### src/rtl/distri_ram_pkg.sv
// Shared definitions for the distri_ram family: clear-sequencer state encoding
// and the byte-merge helper used by both the write path and the bypass path.
package distri_ram_pkg;

   localparam int MAX_XLEN  = 128;
   localparam int MAX_BYTES = MAX_XLEN / 8;

   typedef enum logic [0:0] {
      CLEAR = 1'b0,
      READY = 1'b1
   } ram_state_e;

   // Operands are zero-extended to MAX_XLEN so one function serves every XLEN.
   function automatic logic [MAX_XLEN-1:0] byte_merge(
      input logic [MAX_XLEN-1:0]  old_w,
      input logic [MAX_XLEN-1:0]  new_w,
      input logic [MAX_BYTES-1:0] be
   );
      logic [MAX_XLEN-1:0] merged;
      merged = old_w;
      for (int k = 0; k < MAX_BYTES; k++) begin
         if (be[k]) begin
            merged[8*k +: 8] = new_w[8*k +: 8];
         end else begin
            merged[8*k +: 8] = old_w[8*k +: 8];
         end
      end
      return merged;
   endfunction

endpackage

### src/rtl/distri_ram_clr_seq.sv
// Clear sequencer: sweeps a pointer over every entry after reset or on request
// and reports busy while the sweep is in progress.
module distri_ram_clr_seq
   import distri_ram_pkg::*;
#(
   parameter int ENTRY_NUM = 32,
   parameter int AWDTH     = $clog2(ENTRY_NUM)
) (
   input  logic             clk_i,
   input  logic             rst_i,
   input  logic             clear_i,
   output logic             clr_we,
   output logic [AWDTH-1:0] clr_addr,
   output logic             busy
);

   localparam logic [AWDTH-1:0] LAST_PTR = AWDTH'(ENTRY_NUM - 1);

   ram_state_e       state_r;
   ram_state_e       state_s;
   logic [AWDTH-1:0] ptr_r;
   logic [AWDTH-1:0] ptr_s;

   // Next-state and pointer decode.
   always_comb begin
      state_s = state_r;
      ptr_s   = ptr_r;
      case (state_r)
         CLEAR: begin
            if (ptr_r == LAST_PTR) begin
               state_s = READY;
               ptr_s   = '0;
            end else begin
               state_s = CLEAR;
               ptr_s   = ptr_r + AWDTH'(1);
            end
         end
         READY: begin
            if (clear_i) begin
               state_s = CLEAR;
               ptr_s   = '0;
            end else begin
               state_s = READY;
               ptr_s   = ptr_r;
            end
         end
         default: begin
            state_s = CLEAR;
            ptr_s   = '0;
         end
      endcase
   end

   // State and pointer registers; reset holds the sweep at entry 0.
   always_ff @(posedge clk_i) begin
      if (rst_i) begin
         state_r <= CLEAR;
         ptr_r   <= '0;
      end else begin
         state_r <= state_s;
         ptr_r   <= ptr_s;
      end
   end

   assign clr_we   = (state_r == CLEAR) && !rst_i;
   assign clr_addr = ptr_r;
   assign busy     = (state_r == CLEAR);

endmodule

### src/rtl/distri_ram_mp.sv
// Multi-read-port distributed RAM: one byte-enabled synchronous write port,
// NRD combinational read ports, optional write-to-read bypass, hardware clear.
module distri_ram_mp
   import distri_ram_pkg::*;
#(
   parameter int               ENTRY_NUM  = 32,
   parameter int               XLEN       = 32,
   parameter int               NRD        = 2,
   parameter int               BYPASS     = 1,
   parameter logic [XLEN-1:0]  INIT_VALUE = '0,
   parameter int               AWDTH      = $clog2(ENTRY_NUM)
) (
   input  logic                  clk_i,
   input  logic                  rst_i,
   input  logic                  we_i,
   input  logic [XLEN/8-1:0]     be_i,
   input  logic [AWDTH-1:0]      write_addr_i,
   input  logic [XLEN-1:0]       data_i,
   input  logic [NRD*AWDTH-1:0]  read_addr_i,
   output logic [NRD*XLEN-1:0]   data_o,
   input  logic                  clear_i,
   output logic                  busy_o
);

   localparam int                NBYTES    = XLEN / 8;
   localparam logic [AWDTH:0]    DEPTH_LIM = (AWDTH + 1)'(ENTRY_NUM);

   logic             clr_we_s;
   logic [AWDTH-1:0] clr_addr_s;
   logic             busy_s;
   logic             wr_en_s;
   logic [XLEN-1:0]  wr_merged_s;
   logic [XLEN-1:0]  mem_r [ENTRY_NUM];

   function automatic logic [XLEN-1:0] merge_word(
      input logic [XLEN-1:0]   old_w,
      input logic [XLEN-1:0]   new_w,
      input logic [NBYTES-1:0] be
   );
      logic [MAX_XLEN-1:0]  old_x;
      logic [MAX_XLEN-1:0]  new_x;
      logic [MAX_XLEN-1:0]  res_x;
      logic [MAX_BYTES-1:0] be_x;
      old_x = '0;
      new_x = '0;
      be_x  = '0;
      old_x[XLEN-1:0]   = old_w;
      new_x[XLEN-1:0]   = new_w;
      be_x[NBYTES-1:0]  = be;
      res_x = byte_merge(old_x, new_x, be_x);
      return res_x[XLEN-1:0];
   endfunction

   function automatic logic addr_ok(input logic [AWDTH-1:0] a);
      return ({1'b0, a} < DEPTH_LIM);
   endfunction

   distri_ram_clr_seq #(
      .ENTRY_NUM (ENTRY_NUM),
      .AWDTH     (AWDTH)
   ) u_clr_seq (
      .clk_i    (clk_i),
      .rst_i    (rst_i),
      .clear_i  (clear_i),
      .clr_we   (clr_we_s),
      .clr_addr (clr_addr_s),
      .busy     (busy_s)
   );

   // A user write is dropped during a sweep, under reset, or when clear_i wins.
   assign wr_en_s     = we_i && !busy_s && !rst_i && !clear_i && addr_ok(write_addr_i);
   assign wr_merged_s = merge_word(mem_r[write_addr_i], data_i, be_i);

   // Storage update; left unreset so it maps onto LUTRAM.
   always_ff @(posedge clk_i) begin
      if (clr_we_s) begin
         mem_r[clr_addr_s] <= INIT_VALUE;
      end else if (wr_en_s) begin
         mem_r[write_addr_i] <= wr_merged_s;
      end
   end

   for (genvar p = 0; p < NRD; p++) begin : g_rd
      logic [AWDTH-1:0] ra_s;
      logic [XLEN-1:0]  rd_s;

      assign ra_s = read_addr_i[p*AWDTH +: AWDTH];

      // Read mux: INIT during a sweep or out of range, else bypass or stored.
      always_comb begin
         rd_s = INIT_VALUE;
         if (busy_s || !addr_ok(ra_s)) begin
            rd_s = INIT_VALUE;
         end else if ((BYPASS != 0) && wr_en_s && (ra_s == write_addr_i)) begin
            rd_s = wr_merged_s;
         end else begin
            rd_s = mem_r[ra_s];
         end
      end

      assign data_o[p*XLEN +: XLEN] = rd_s;
   end

   assign busy_o = busy_s;

endmodule

### config.mk
export PLATFORM = sky130hd
export DESIGN_NAME = distri_ram_mp
export DESIGN_NICKNAME = d
export VERILOG_FILES = /design/src/rtl/distri_ram_pkg.sv /design/src/rtl/distri_ram_clr_seq.sv /design/src/rtl/distri_ram_mp.sv
export SDC_FILE = /design/constraint.sdc
export NUM_CORES = 2
export LEC_CHECK = 0
export BUFFER_PORTS_ARGS = -buffer_cell sky130_fd_sc_hd__buf_2
export CORE_MARGIN = 10
export CORE_UTILIZATION = 43
export CTS_CLUSTER_DIAMETER = 40
export DETAILED_ROUTE_END_ITERATION = 10
export GPL_ROUTABILITY_DRIVEN = 1
export REMOVE_ABC_BUFFERS = 1
export SETUP_SLACK_MARGIN = 0.15
export SYNTH_ARGS = -nofsm -noshare
export SYNTH_HDL_FRONTEND = slang
export SYNTH_SLANG_ARGS = --single-unit
### constraint.sdc
create_clock -name clk_i -period 4.9 [get_ports clk_i]
set_input_delay 0 -clock clk_i [delete_from_list [all_inputs] [get_ports clk_i]]
set_output_delay 0 -clock clk_i [all_outputs]
set_load 0.1 [all_outputs]
-- After elaboration in Yosys (flattened, before gate mapping)
Memories as Yosys holds them, arrays and structs flattened.
Cells that the tools add are included.
- register bits after elaboration: 6
- memory bits (writable): 1024
- input port bits: 55
- output and inout port bits: 65
- word-level logic and storage cells: 40
- memories: 1
- add/subtract/negate cells: 1
- equality and inequality tests: 4
- multiplexer cells: 22
- bitwise operators: 1
- reductions and logical operators: 9
- memory list (memory ; depth ; bits a word ; rd ports ; clocked after memory_dff ; wr ports ; line ; RTL):
    mem_r ; 32 ; 32 ; 3 ; 0 ; 1 ; distri_ram_mp.sv:33 ; logic [XLEN-1:0] mem_r [ENTRY_NUM];
- operator list (operator ; number):
    $mux 32 ; 5
    $mux 8 ; 4
    $reduce_or 32->1 ; 1
    $mux 5 ; 3
    $eq 5x5->1 ; 2
    $pmux 5 s2 ; 1
    $mux 1 ; 8
    $logic_and 1x1->1 ; 6
    $add 5x1->5 const B ; 1
    $eq 5x5->1 const B ; 1
    $logic_not 1->1 ; 2
    $ne 2x2->1 const B ; 1
    $pmux 1 s2 ; 1
    $not 1->1 ; 1

-- Depth between registers and ports, before layout
- depth after elaboration: 8
- depth in mapped cells: 11
- mapped depth without buffers: 6

-- By module
A second synthesis with hierarchy kept.
- cells, all modules: 3656
- area, all modules: 57472.6 um2
- by module, submodules not included (module ; times used ; cells an instance ; area an instance (um2) ; sequential area each (um2)):
    distri_ram_mp ; 1 ; 3623 ; 57188.6 ; 30749.5
    distri_ram_clr_seq ; 1 ; 33 ; 284.0 ; 120.1

-- Worst setup path before layout
OpenSTA, ideal clock, no wires.
- kind: register to output
- start point: reg u_clr_seq.state_r
- end point: out data_o[57]
- arrival: 3.472 ns
- required time: 4.900 ns
- path slack: 1.428 ns
- stages on the path, launching flop included: 9
- cell sequence: dfxtp_1 -> nor4bb_1 -> clkbuf_1 -> nand2_1 -> o21a_1 -> buf_1 -> nand2_1 -> a21oi_1 -> a2111oi_2
- word-level cells in the longest chain between the ends: 6
- RTL lines (element ; line ; RTL):
    from (decl) ; distri_ram_clr_seq.sv:19 ; ram_state_e state_r;
    from (signal assigned) ; distri_ram_clr_seq.sv:60 ; state_r <= state_s;
    $logic_and 1x1->1 (3 in series) ; distri_ram_mp.sv:71 ; assign wr_en_s = we_i && !busy_s && !rst_i && !clear_i && addr_ok(write_addr_i);
    $logic_and 1x1->1 ; distri_ram_mp.sv:94 ; end else if ((BYPASS != 0) && wr_en_s && (ra_s == write_addr_i)) begin
    $mux 32 ; distri_ram_mp.sv:94 ;
    $mux 32 * ; distri_ram_mp.sv:92 ; if (busy_s || !addr_ok(ra_s)) begin
    to (decl) ; distri_ram_mp.sv:20 ; output logic [NRD*XLEN-1:0] data_o,
Mark *: on every way between the ends. The rest lies on a longest branch, timed or not.

-- Worst setup path in the final report
- start point: reg u_clr_seq.state_r
- end point: out data_o[3]
Same word-level chain as after synthesis.

==> flow_summary.yaml <==
route:
  vias_per_cell: 6.92
  finalWirelength_um: 207000
  first_iter_violations: 4737
  routedWlPerCell_um: 37.3
  drcViolationCount: 0
  first_pass_iters: 8
  ant_nets: 0
  vias: 38491
synthesis:
  synthSimpleGateAreaFrac_pct: 2.18
  synth_area_sq_um: 58300
  synthAdderAreaFrac_pct: 0.0429
  syn_inst: 3507
  yosysUniqueCellTypes: 49
  synth-edff-count: 1024
  synth_mux_area_share_pct: 32.1
  ys_seq_area_share_pct: 52.9
  synth_compound_area_share_pct: 9.17
  synth-main-ff-cell: "edfxtp_1"
  synth-xor-area-share_pct: 0.150
  synthArstFlopShare_pct: 0
  yosys_warnings: 0
  postSynthAreaPerCell_sq_um: 16.6
  synth_seq_cells: 1030
  synth_top_family_by_area: "multiplexers"
worst_setup_path:
  r2r_setup_slack_ns: 1.27
  crit_start: "u_clr_seq.state_r$_SDFF_PP0_"
  startpoint_type: "flop"
  critPathCapture: "data_o[3]"
  r2r-end: "mem_r[3][26]$_DFFE_PP_"
  crit_required_ns: 4.90
  cp_max_fo: 21
  worstReg2RegStart: "u_clr_seq.state_r$_SDFF_PP0_"
  ff2ff_path_depth: 7
  endpoint_kind: "output pin"
  crit_type: "flop to output pin"
  cp.arrival_ns: 4.34
die:
  pin_count: 120
  die_w_um: 388
  initial_utilization_pct: 43.2
  chipHeight_um: 388
  coreArea_sq_um: 135000
  rows: 135
  die_area_sq_um: 151000
cts:
  clkTransAtPathRegs_ns: 0.06
  clock-root-buffer: "clkbuf_16"
  clock_path_buffers: 3
  cts_buffers: 161
  cts_tree: "done"
  cts.sinks: 1030
  clock_latency_ns: 0.80
  ctsHtreeMaxLevel: 4
final_layout:
  postLayoutCoreUtil_pct: 49.5
  area_growth_pct: 14.8
  multi_input_area_sq_um: 25700
  final_layout_size_suffix_gt1_share_pct: 34.2
  layout_common_cells: "1024 x edfxtp_1, 644 x mux2i_1, 514 x mux4_2"
  fin_nets: 3710
  seqCellArea_sq_um: 30900
  final_common_cell: "edfxtp_1"
  n_antenna_cell: 0
  fillers: 11242
run:
  maxCapViolCount: 0
sta:
  drv_slew: 0
  rsz0062_at_grt: "no"
  finalSetupTns_ns: 0
  hold_viol: 0
  setup_viol: 0
  fin_crit_sh_pct: 88.6
  hold_slack_ns: 0.0310
  tightest_slew_ns: 1.17
  fmax_ghz: 0.230
  post-route-min-period_ns: 4.34
  skew_ns: 0.0353
  final.setup.worst_slack_ns: 0.558
  slew-limit-headroom_pct: 22.1
worst_hold_path:
  hold_class: "primary input to flop"
placement:
  port_buffers: 119
  dp_slack_ns: 1.35
  gp_congestion: 0.846
  hpwl_um: 122000
power_and_ir_drop:
  p_per_area_nw_per_um2: 344
  p_leak_nw: 24.7
  ir_worst_vdd_mv: 0.356
  finalPower_mw: 23.0
run_status:
  status: "complete, no violations"
grt:
  grt_max_degree: 93
  grt_pass1_vias: 39187
  grt_util_all_layers_pct: 27.0
  grt_pass1_wl_um: 294000
  grt_antenna_before_repair: 4
  overflow: 0
==> worst max-delay path: stages (launching register included) <==
cell and delay (ns):
dfxtp_1 0.55, nor2b_1 0.29, nand3b_1 0.16, buf_4 0.28, o31a_2 0.68, buf_4 0.40, nor2b_1 0.18, a2111oi_2 0.49
buf_2 0.52
==> sequential cells by signal (all words and copies together), names as in the netlist <==
| signal | cells |
|---|---|
| mem_r | 1024 |
| u_clr_seq.clr_addr | 5 |
| u_clr_seq.state_r | 1 |
==> worst min path at each step <==
stage	depth (start not counted)	slack, ns	start	end
final	4	0.03	data_i[25]	mem_r[8][25]$_DFFE_PP_
after global routing	4	0.08	data_i[25]	mem_r[6][25]$_DFFE_PP_
after CTS	4	0.009	data_i[25]	mem_r[9][25]$_DFFE_PP_
after detailed placement	2	0.28	clear_i	u_clr_seq.state_r$_SDFF_PP0_
after global placement	2	0.28	clear_i	u_clr_seq.state_r$_SDFF_PP0_
after floorplan	1	0.07	rst_i	u_clr_seq.clr_addr[1]$_SDFFE_PP0P_
==> final cells by class <==
class / instances / share of cell area (%)
timing repair buffer: 327 / 4.12
inverter: 5 / 0.0318
tap: 1781 / 3.33
multi-input combinational: 2128 / 38.4
clock inverter: 114 / 1.85
sequential: 1030 / 46.1
clock buffer: 176 / 6.13
==> where the power goes <==
group / leakage (nW) / switching (mW) / internal, mW
Combinational: 10.8 / 1.23 / 0.786
Sequential: 11.4 / 0.0320 / 9.61
Clock: 2.55 / 4.38 / 6.97
Total: 24.7 / 5.63 / 17.4
==> cell families after synthesis <==
logic type,Yosys count
fa+ha+maj,2
mux,1218
buf+inv,349
flops,1030
compound gates,624
xor+xnor,10
simple gates,274
==> what timing repair did <==
item                      4_1_cts  5_1_grt
resized for setup               0        0
hold buffers                   12        0
setup buffers                   0        0
hold endpoints to repair       75        0
==> layer usage <==
metal	wire (um)	global-route usage, %	part of all wire, %	vias up
li1	-	-	-	15393
met1	80000	35.2	39	20240
met4	10100	12.3	4.9	2
met3	20000	5.99	9.6	493
met5	13	0	0.0063	-
met2	97300	43.1	47	2363
==> metrics by stage <==
step / cells / instance area [sq um]
3_3_place_gp: 5259 / 61500
4_1_cts: 5561 / 67000
3_5_place_dp: 5259 / 61500
6_report: 5561 / 67000
5_1_grt: 5561 / 67000
2_1_floorplan: 3163 / 56300
==> Yosys cell counts (all sizes together) (3+ instances only) <==
library cell | count | share of area [%]
edfxtp | 1024 | 53
mux2i | 644 | 11
mux4 | 514 | 20
buf | 201 | 2.5
a221oi | 186 | 3.1
clkbuf | 143 | 0.95
a22o | 128 | 1.9
nand2 | 105 | 0.68
a21oi | 69 | 0.59
nor2 | 69 | 0.44
nor2b | 68 | 0.73
o22ai | 64 | 0.69
o21ai | 62 | 0.53
mux2 | 60 | 1.2
a2111oi | 58 | 1.5
o31a | 34 | 0.51
o211ai | 8 | 0.10
xnor2 | 8 | 0.12
a22oi | 6 | 0.077
dfxtp | 6 | 0.21
nand2b | 6 | 0.064
nand3 | 6 | 0.051
nor3 | 6 | 0.051
inv | 4 | 0.026
and2 | 3 | 0.032
nand3b | 3 | 0.039
nand4 | 3 | 0.032
(Power assumes the default switching activity.)
